### src/rtl/pc_sequencer.sv
// pc_sequencer: control FSM that steers the fetch-path program counter.
// It drives the counter's load/decrement controls, issues fetch requests,
// applies redirects (interrupt, return, call, branch, replay) in a fixed
// priority, and keeps a small circular return-address stack (RAS).
// The counter increments on every edge unless loaded, so "hold" here means
// reloading the counter with its own current value.

module pc_sequencer #(
  parameter int               WIDTH        = 8,
  parameter int               RAS_DEPTH    = 4,
  parameter logic [WIDTH-1:0] RESET_VECTOR = '0,
  parameter logic [WIDTH-1:0] IRQ_VECTOR   = WIDTH'('hF0)
) (
  input  logic             clk,
  input  logic             reset,          // asynchronous, active low

  // Program-counter instance
  input  logic [WIDTH-1:0] pc_q,
  output logic [WIDTH-1:0] pc_in,
  output logic             pc_sel_in,
  output logic             pc_dec,

  // Instruction memory
  output logic             fetch_req,
  output logic [WIDTH-1:0] fetch_addr,
  input  logic             fetch_ack,
  output logic             flush,

  // Back end and redirect sources
  input  logic             stall,
  input  logic             branch_valid,
  input  logic [WIDTH-1:0] branch_target,
  input  logic             call_valid,
  input  logic [WIDTH-1:0] call_target,
  input  logic             ret_valid,
  input  logic             replay,

  // Interrupt and status
  input  logic             irq,
  output logic             irq_ack,
  output logic             ras_overflow,
  output logic             ras_underflow
);

  localparam int PTR_W = (RAS_DEPTH > 1) ? $clog2(RAS_DEPTH) : 1;
  localparam int CNT_W = $clog2(RAS_DEPTH + 1);

  typedef enum logic [1:0] {
    S_BOOT    = 2'd0,
    S_FETCH   = 2'd1,
    S_STALLED = 2'd2,
    S_IRQ     = 2'd3
  } state_e;

  state_e             state_q, state_d;
  logic               in_isr_q, in_isr_d;

  // Return-address stack: ras_ptr_q points at the next free slot, so the
  // top of stack lives one entry below it. When full, a push simply wraps
  // and overwrites the oldest entry.
  logic [WIDTH-1:0]   ras_q [RAS_DEPTH];
  logic [PTR_W-1:0]   ras_ptr_q;
  logic [CNT_W-1:0]   ras_cnt_q;
  logic               ras_overflow_q;
  logic               ras_underflow_q;

  logic               ras_push;
  logic               ras_pop;
  logic               ras_empty;
  logic               ras_full;
  logic [WIDTH-1:0]   ras_top;
  logic               redirect;

  assign ras_empty     = (ras_cnt_q == '0);
  assign ras_full      = (ras_cnt_q == CNT_W'(RAS_DEPTH));
  assign ras_top       = ras_q[ras_ptr_q - PTR_W'(1)];

  assign fetch_addr    = pc_q;
  assign ras_overflow  = ras_overflow_q;
  assign ras_underflow = ras_underflow_q;

  // Next-state and counter-control decode; one event is taken per cycle.
  always_comb begin
    // NOTE: every output of this block gets a default before the case so
    // that no path leaves a value unassigned, which would infer a latch.
    state_d   = state_q;
    in_isr_d  = in_isr_q;
    pc_sel_in = 1'b1;
    pc_in     = pc_q;
    pc_dec    = 1'b0;
    fetch_req = 1'b0;
    flush     = 1'b0;
    irq_ack   = 1'b0;
    ras_push  = 1'b0;
    ras_pop   = 1'b0;
    redirect  = 1'b0;

    unique case (state_q)
      S_BOOT: begin
        pc_in   = RESET_VECTOR;
        state_d = S_FETCH;
      end

      S_IRQ: begin
        // The interrupted PC was held last cycle and is saved here.
        ras_push = 1'b1;
        pc_in    = IRQ_VECTOR;
        irq_ack  = 1'b1;
        in_isr_d = 1'b1;
        state_d  = S_FETCH;
      end

      S_FETCH, S_STALLED: begin
        fetch_req = (state_q == S_FETCH);

        if (irq && !in_isr_q) begin
          // PC holds this cycle; the vector is loaded from the IRQ state.
          redirect = 1'b1;
          state_d  = S_IRQ;
        end else if (ret_valid) begin
          redirect = 1'b1;
          ras_pop  = 1'b1;
          in_isr_d = 1'b0;
          pc_in    = ras_empty ? RESET_VECTOR : ras_top;
          state_d  = S_FETCH;
        end else if (call_valid) begin
          redirect = 1'b1;
          ras_push = 1'b1;
          pc_in    = call_target;
          state_d  = S_FETCH;
        end else if (branch_valid) begin
          redirect = 1'b1;
          pc_in    = branch_target;
          state_d  = S_FETCH;
        end else if (replay) begin
          redirect  = 1'b1;
          pc_sel_in = 1'b0;
          pc_dec    = 1'b1;
          state_d   = S_FETCH;
        end else if (state_q == S_FETCH) begin
          if (fetch_ack) begin
            // Let the counter step to PC+1.
            pc_sel_in = 1'b0;
            state_d   = stall ? S_STALLED : S_FETCH;
          end
        end else if (!stall) begin
          state_d = S_FETCH;
        end

        // The instruction returned alongside a redirect is on the wrong path.
        flush = redirect && fetch_req && fetch_ack;
      end

      default: begin
        state_d = S_BOOT;
      end
    endcase
  end

  // FSM state and in-ISR marker.
  always_ff @(posedge clk or negedge reset) begin
    if (!reset) begin
      state_q  <= S_BOOT;
      in_isr_q <= 1'b0;
    end else begin
      // NOTE: state registers use non-blocking assignments so every flop
      // samples the pre-edge values, independent of block ordering.
      state_q  <= state_d;
      in_isr_q <= in_isr_d;
    end
  end

  // RAS pointer, occupancy and sticky error flags.
  always_ff @(posedge clk or negedge reset) begin
    if (!reset) begin
      ras_ptr_q       <= '0;
      ras_cnt_q       <= '0;
      ras_overflow_q  <= 1'b0;
      ras_underflow_q <= 1'b0;
    end else if (ras_push) begin
      ras_ptr_q <= ras_ptr_q + PTR_W'(1);
      if (ras_full) begin
        ras_overflow_q <= 1'b1;
      end else begin
        ras_cnt_q <= ras_cnt_q + CNT_W'(1);
      end
    end else if (ras_pop) begin
      if (ras_empty) begin
        ras_underflow_q <= 1'b1;
      end else begin
        ras_ptr_q <= ras_ptr_q - PTR_W'(1);
        ras_cnt_q <= ras_cnt_q - CNT_W'(1);
      end
    end
  end

  // RAS storage write port.
  always_ff @(posedge clk) begin
    // NOTE: the stack array is deliberately not reset; emptiness is tracked
    // by ras_cnt_q alone, so stale entries are never read.
    if (ras_push) begin
      ras_q[ras_ptr_q] <= pc_q;
    end
  end

endmodule
### config.mk
export PLATFORM = sky130hd
export DESIGN_NAME = pc_sequencer
export DESIGN_NICKNAME = d
export VERILOG_FILES = /design/src/rtl/pc_sequencer.sv
export SDC_FILE = /design/constraint.sdc
export NUM_CORES = 1
export LEC_CHECK = 0
export ABC_AREA = 0
export ABC_CLOCK_PERIOD_IN_PS = 3350
export CAP_MARGIN = 10
export CORE_UTILIZATION = 52
export CTS_BUF_LIST = sky130_fd_sc_hd__clkbuf_8
export DETAILED_ROUTE_END_ITERATION = 7
export PLACE_DENSITY = 0.81
export SYNTH_ARGS = -nofsm -noshare
export SYNTH_HDL_FRONTEND = slang
export SYNTH_SLANG_ARGS = --single-unit
### constraint.sdc
create_clock -name clk -period 3.35 [get_ports clk]
set_input_delay 1.005 -clock clk [delete_from_list [all_inputs] [get_ports clk]]
set_output_delay 1.005 -clock clk [all_outputs]
set_load 0.01 [all_outputs]
# Word level (Yosys, flattened, before mapping)
# Memories as Yosys holds them, arrays and structs flattened.
# Index checks and enable logic that the tools add are counted.
totals:
  regBits: 10
  mem_bits_rw: 32
  elab_cells: 95
  n_memories: 1
  output_inout_bits: 23
memory_table:
  columns: ["memory", "depth", "word_bits", "rd", "rd_clocked_by_memory_dff", "wr", "line_no", "source"]
  rows:
  - ["ras_q", 4, 8, 1, 0, 1, "61", "logic [WIDTH-1:0] ras_q [RAS_DEPTH];"]
op_classes:
  n_reduce_logical: 16
  bitwise_logic: 1
  addsub: 4
  n_eq_ne: 10
  muxes: 57
op_table:
  columns: ["cell", "count"]
  rows:
  - ["two-way mux 8 bit", 5]
  - ["two-way mux 1 bit", 32]
  - ["two-way mux 2 bit", 12]
  - ["case mux 8 bit (3 select lines)", 1]
  - ["inequality test 8 bit (second input constant)", 2]
  - ["two-way mux 3 bit", 4]
  - ["AND reduction 3 bit", 3]
  - ["inequality test 2 bit (second input constant)", 4]
  - ["AND reduction 2 bit", 3]
  - ["equality test 2 bit (second input constant)", 2]
  - ["case mux 1 bit (2 select lines)", 2]
  - ["case mux 2 bit (2 select lines)", 1]
  - ["nonzero test 2 bit", 2]
  - ["OR reduction 2 bit", 2]
  - ["adder 3 x 1 -> 3 bit (second input constant)", 1]
  - ["equality test 3 bit (second input constant)", 1]
  - ["logical AND 1 bit", 3]
  - ["logical NOT 3 bit", 1]
  - ["subtractor 3 x 1 -> 3 bit (second input constant)", 1]
  - ["adder 2 x 1 -> 2 bit (second input constant)", 1]
  - ["equality test 2 x 1 -> 1 bit (second input constant)", 1]
  - ["logical NOT 2 bit", 1]
  - ["subtractor 2 x 1 -> 2 bit (second input constant)", 1]
  - ["logical NOT 1 bit", 1]
  - ["inverter 1 bit", 1]

# Logic depth before layout (Yosys ltp)
# Gate-level depths: netlist (run 1).
depth:
  ltp_word: 9
  depth_mapped: 10

# Worst setup path before layout (run 1)
# OpenSTA, ideal clock, no wires.
synth_timing:
  path_type: "register to output"
  from: "reg ras_ptr_q[0]"
  to: "out pc_in[4]"
  slack_ps: 297
  t_required_ps: 2345
  arrival_time_ps: 2048
  path_buffers: 2
  stages_incl_launch_ff: 8
  cell_sequence: "dfrtp_1 > buf_2 > inv_1 > ha_1 > clkbuf_1 > mux4_2 > a221oi_1 > o21ai_1"
synth_between:
  elab_chain_len: 6
synth_rtl:
  columns: ["element", "line_no", "source"]
  rows:
  - ["start, declared", "62", "logic [PTR_W-1:0] ras_ptr_q;"]
  - ["start signal, assigned", "181", "ras_ptr_q <= ras_ptr_q + PTR_W'(1);"]
  - ["start signal, assigned", "191", "ras_ptr_q <= ras_ptr_q - PTR_W'(1);"]
  - ["subtractor 2 x 1 -> 2 bit", "76", "assign ras_top = ras_q[ras_ptr_q - PTR_W'(1)];"]
  - ["memory (4 x 8 bit)", null, null]
  - ["two-way mux 8 bit", "124", "pc_in = ras_empty ? RESET_VECTOR : ras_top;"]
  - ["two-way mux 8 bit", "120", "end else if (ret_valid) begin"]
  - ["two-way mux 8 bit", "116", "if (irq && !in_isr_q) begin"]
  - ["case mux 8 bit (3 select lines)", "98", "unique case (state_q)"]
  - ["end, declared", "19", "output logic [WIDTH-1:0] pc_in,"]
# Every way passes these cells.

# Worst setup path in the final report (run 1)
layout_timing:
  from: "in pc_q[3]"
  to: "out pc_in[3]"
layout_between:
  elab_chain_len: 5
layout_rtl:
  columns: ["element", "line_no", "source"]
  rows:
  - ["start, declared", "18", "input logic [WIDTH-1:0] pc_q,"]
  - ["two-way mux 8 bit", "131", "end else if (branch_valid) begin"]
  - ["two-way mux 8 bit", "126", "end else if (call_valid) begin"]
  - ["two-way mux 8 bit", "120", null]
  - ["two-way mux 8 bit *", "116", null]
  - ["case mux 8 bit (3 select lines) *", "98", null]
# Every way passes the cells marked *; elsewhere a longest branch is shown, timed or not.

==> reports/summary.txt, run 1 <==
Slew Viols, Final - 0
Setup crit start kind - input port
Avg WL per Cell - 19.3 um
CP required - 2.34 ns
Worst VDD drop - 0.398 mV
CTS Buffer Depth - 2
final setup fails - 0
Crit path max-delay family - buffers and inverters
number of synthesized register bits - 42
number of flops mapped to enable cells by yosys - 32
CTS tree - done
worst rel slew slack - 67.0%
asr flop ratio synth - 23.8%
number of max-cap violations - 0
Crit Path Class - input port to output port
DIE WIDTH - 70.5 um
detailed placement HPWL - 4240 um
H-tree depth - 2
Core ar. - 0.00444 sq mm
Worst-Margin Slew - 0.494 ns
first-pass GRT wire length - 9720 um
gr usage total - 26.0%
top_reg_cell synth - edfxtp_1
Final Cycle Share - 98.4%
Num Clock Sinks - 42
io pins - 56
CTS buffer count - 5
Arr. time, crit path - 2.29 ns
Buffers & Inverters on Critical Path - 2
Clk pin slew, worst setup/hold paths - 0.08 ns
status - finished with violations
slowest stage delay, CP - 0.52 ns
Max Clock Skew - 0.00553 ns
Post-layout nets - 309
vias in the first global route - 1928
sequential area share after synthesis - 49.7%
Core Util, Final - 74.8%
commonest non-fill, non-tap cell in the layout - clkdlybuf4s50_1
Overall Power - 2250 uW
row count - 24
initial antenna violation count - 0
Crit-path slowest cell - clkdlybuf4s50_1
pin count of the biggest net entering global routing - 15
Worst Path Max Fanout - 2
# port buffers - 55
Starting Density - 54.8%
DP Cell Count - 303
violated checks - design-rule violations
via count - 1858
final wirelength - 6160 um
Vias/cell - 5.82
Final Non-Filler Cells - 319
Final Cell Area - 0.00332 sq mm
Warnings, synthesis - 0
Synth-to-Final Area Change - 36.4%
Routability Congestion - 0.846
layout cell share with drive strength beyond 1 - 29.6%
Syn Area/Cell - 12.8 sq um
final hold vios - 0
Max Clk Rate - 303 MHz
Pre-antenna DRT Iters - 6
Hold Path Class - flop to flop
# hold bufs at CTS - 0
Clock Latency Late Sink - 0.29 ns
Pleak - 0.00136 uW
Mapped Cells - 191
Final min period - 3.30 ns
Overflow after GRT - 0
Placement Cell Area - 0.00312 sq mm
CP endpoint kind - output port
antenna cells - 0
DR iter-0 viols - 150
post-route ant nets - 0
most frequent cells in the layout - 36 x clkdlybuf4s50_1, 32 x edfxtp_1, 28 x buf_4
synth unique cells - 48
die height - 70.5 um
clock root buffer - clkbuf_8
cell area after technology mapping - 0.00244 sq mm
crit path cell chain - clkdlybuf4s50_1, nor2b_2, a211oi_1, o311ai_1, o211a_1, buf_2
Synthesized Nets - 234
die area - 0.00497 sq mm
DRC viols - 6
PwrDens - 676 mW/mm^2
[registers in the layout, summed over array words and instances (netlist names)]
| signal | cells |
|---|---|
| in_isr_q | 1 |
| ras_cnt_q | 3 |
| ras_overflow | 1 |
| ras_ptr_q | 2 |
| ras_q | 32 |
| ras_underflow | 1 |
| state_q | 2 |
[cell families after synthesis]
kind of cell,share of synthesized area [%]
AO/OA/AOI/OAI,14.1
multiplexers,11.1
flip-flops,49.7
adder cells (fa/ha/maj),5.13
AND/OR/NAND/NOR,12.0
XOR/XNOR,0.719
buffers and inverters,7.24
[cell type report]
| type | count | area, sq um |
|---|---|---|
| inverter | 8 | 30.0 |
| sequential | 42 | 1210 |
| clock buffer | 5 | 68.8 |
| tap | 52 | 65.1 |
| timing repair buffer | 88 | 830 |
| multi-input combinational | 121 | 1100 |
| clock inverter | 3 | 21.3 |
| fill | 301 | 1120 |
[layer usage]
metal  track usage (%)  wire length (um)
met1              32.8              2440
met3              4.47               367
met4              8.16               121
met2              45.5              3230
met5                 0                 0
[power by group]
part           total (uW)  internal (uW)  switching (uW)  leakage [uW]
sequential            784            700            84.5      0.000407
clock                 327            147             181     0.0000441
combinational        1130            578             557      0.000911
[per-stage QoR]
step,hold slack [ns],worst slack (ns),setup TNS [ns]
after detailed placement,0.446,-0.587,-5.02
final,0.461,0.0542,0
after CTS,0.463,-0.0677,-0.0677
after global placement,0.439,-0.470,-4.55
after global routing,0.474,-0.0144,-0.0144
after floorplan,0.491,0.297,0
[cell usage after synthesis (all sizes together) (2+ instances only)]
master,instances,area [sq um]
nor3,4,25.0
nand2,12,45.0
nor2,4,17.5
edfxtp,32,961
o21ai,14,70.1
a221oi,5,50.0
and2,2,15.0
a21oi,2,10.0
clkbuf,4,28.8
o211a,4,40.0
buf,16,118
mux2i,8,80.1
a21o,3,22.5
ha,10,125
dfrtp,10,250
and2b,4,35.0
inv,8,30.0
o311ai,4,35.0
a211oi,4,30.0
nand2b,2,12.5
nor4,3,18.8
xnor2,2,17.5
nor2b,12,82.6
mux4,8,180
[final timing paths]
kind	cells after the start	from	slack, ns	endpoint
worst min-delay path	1	ras_underflow	0.46	ras_underflow
max in group asynchronous	1	reset	1.98	ras_cnt_q[0]
worst min register to register	1	ras_underflow	0.46	ras_underflow
worst max register to register	8	state_q[0]	1.02	ras_cnt_q[1]
min in group asynchronous	1	reset	1.04	ras_underflow
worst max-delay path	6	pc_q[3]	0.05	pc_in[3]
[timing repair]
| action | 4_1_cts | 5_1_grt |
|---|---|---|
| cloned | 2 | 0 |
| endpoints found under the setup margin | 11 | 10 |
| pin swaps | 10 | 9 |
| setup buffers | 5 | 1 |
| resized for setup | 50 | 14 |
No activity file was read; power rests on OpenSTA's default activity.
==> run 2: changes to the inputs <==
CTS_BUF_LIST = sky130_fd_sc_hd__clkbuf_2 sky130_fd_sc_hd__clkbuf_4 sky130_fd_sc_hd__clkbuf_8   (was sky130_fd_sc_hd__clkbuf_8)
==> results of run 2 <==
Final layout, timing and power as in run 1 (identical DEF).
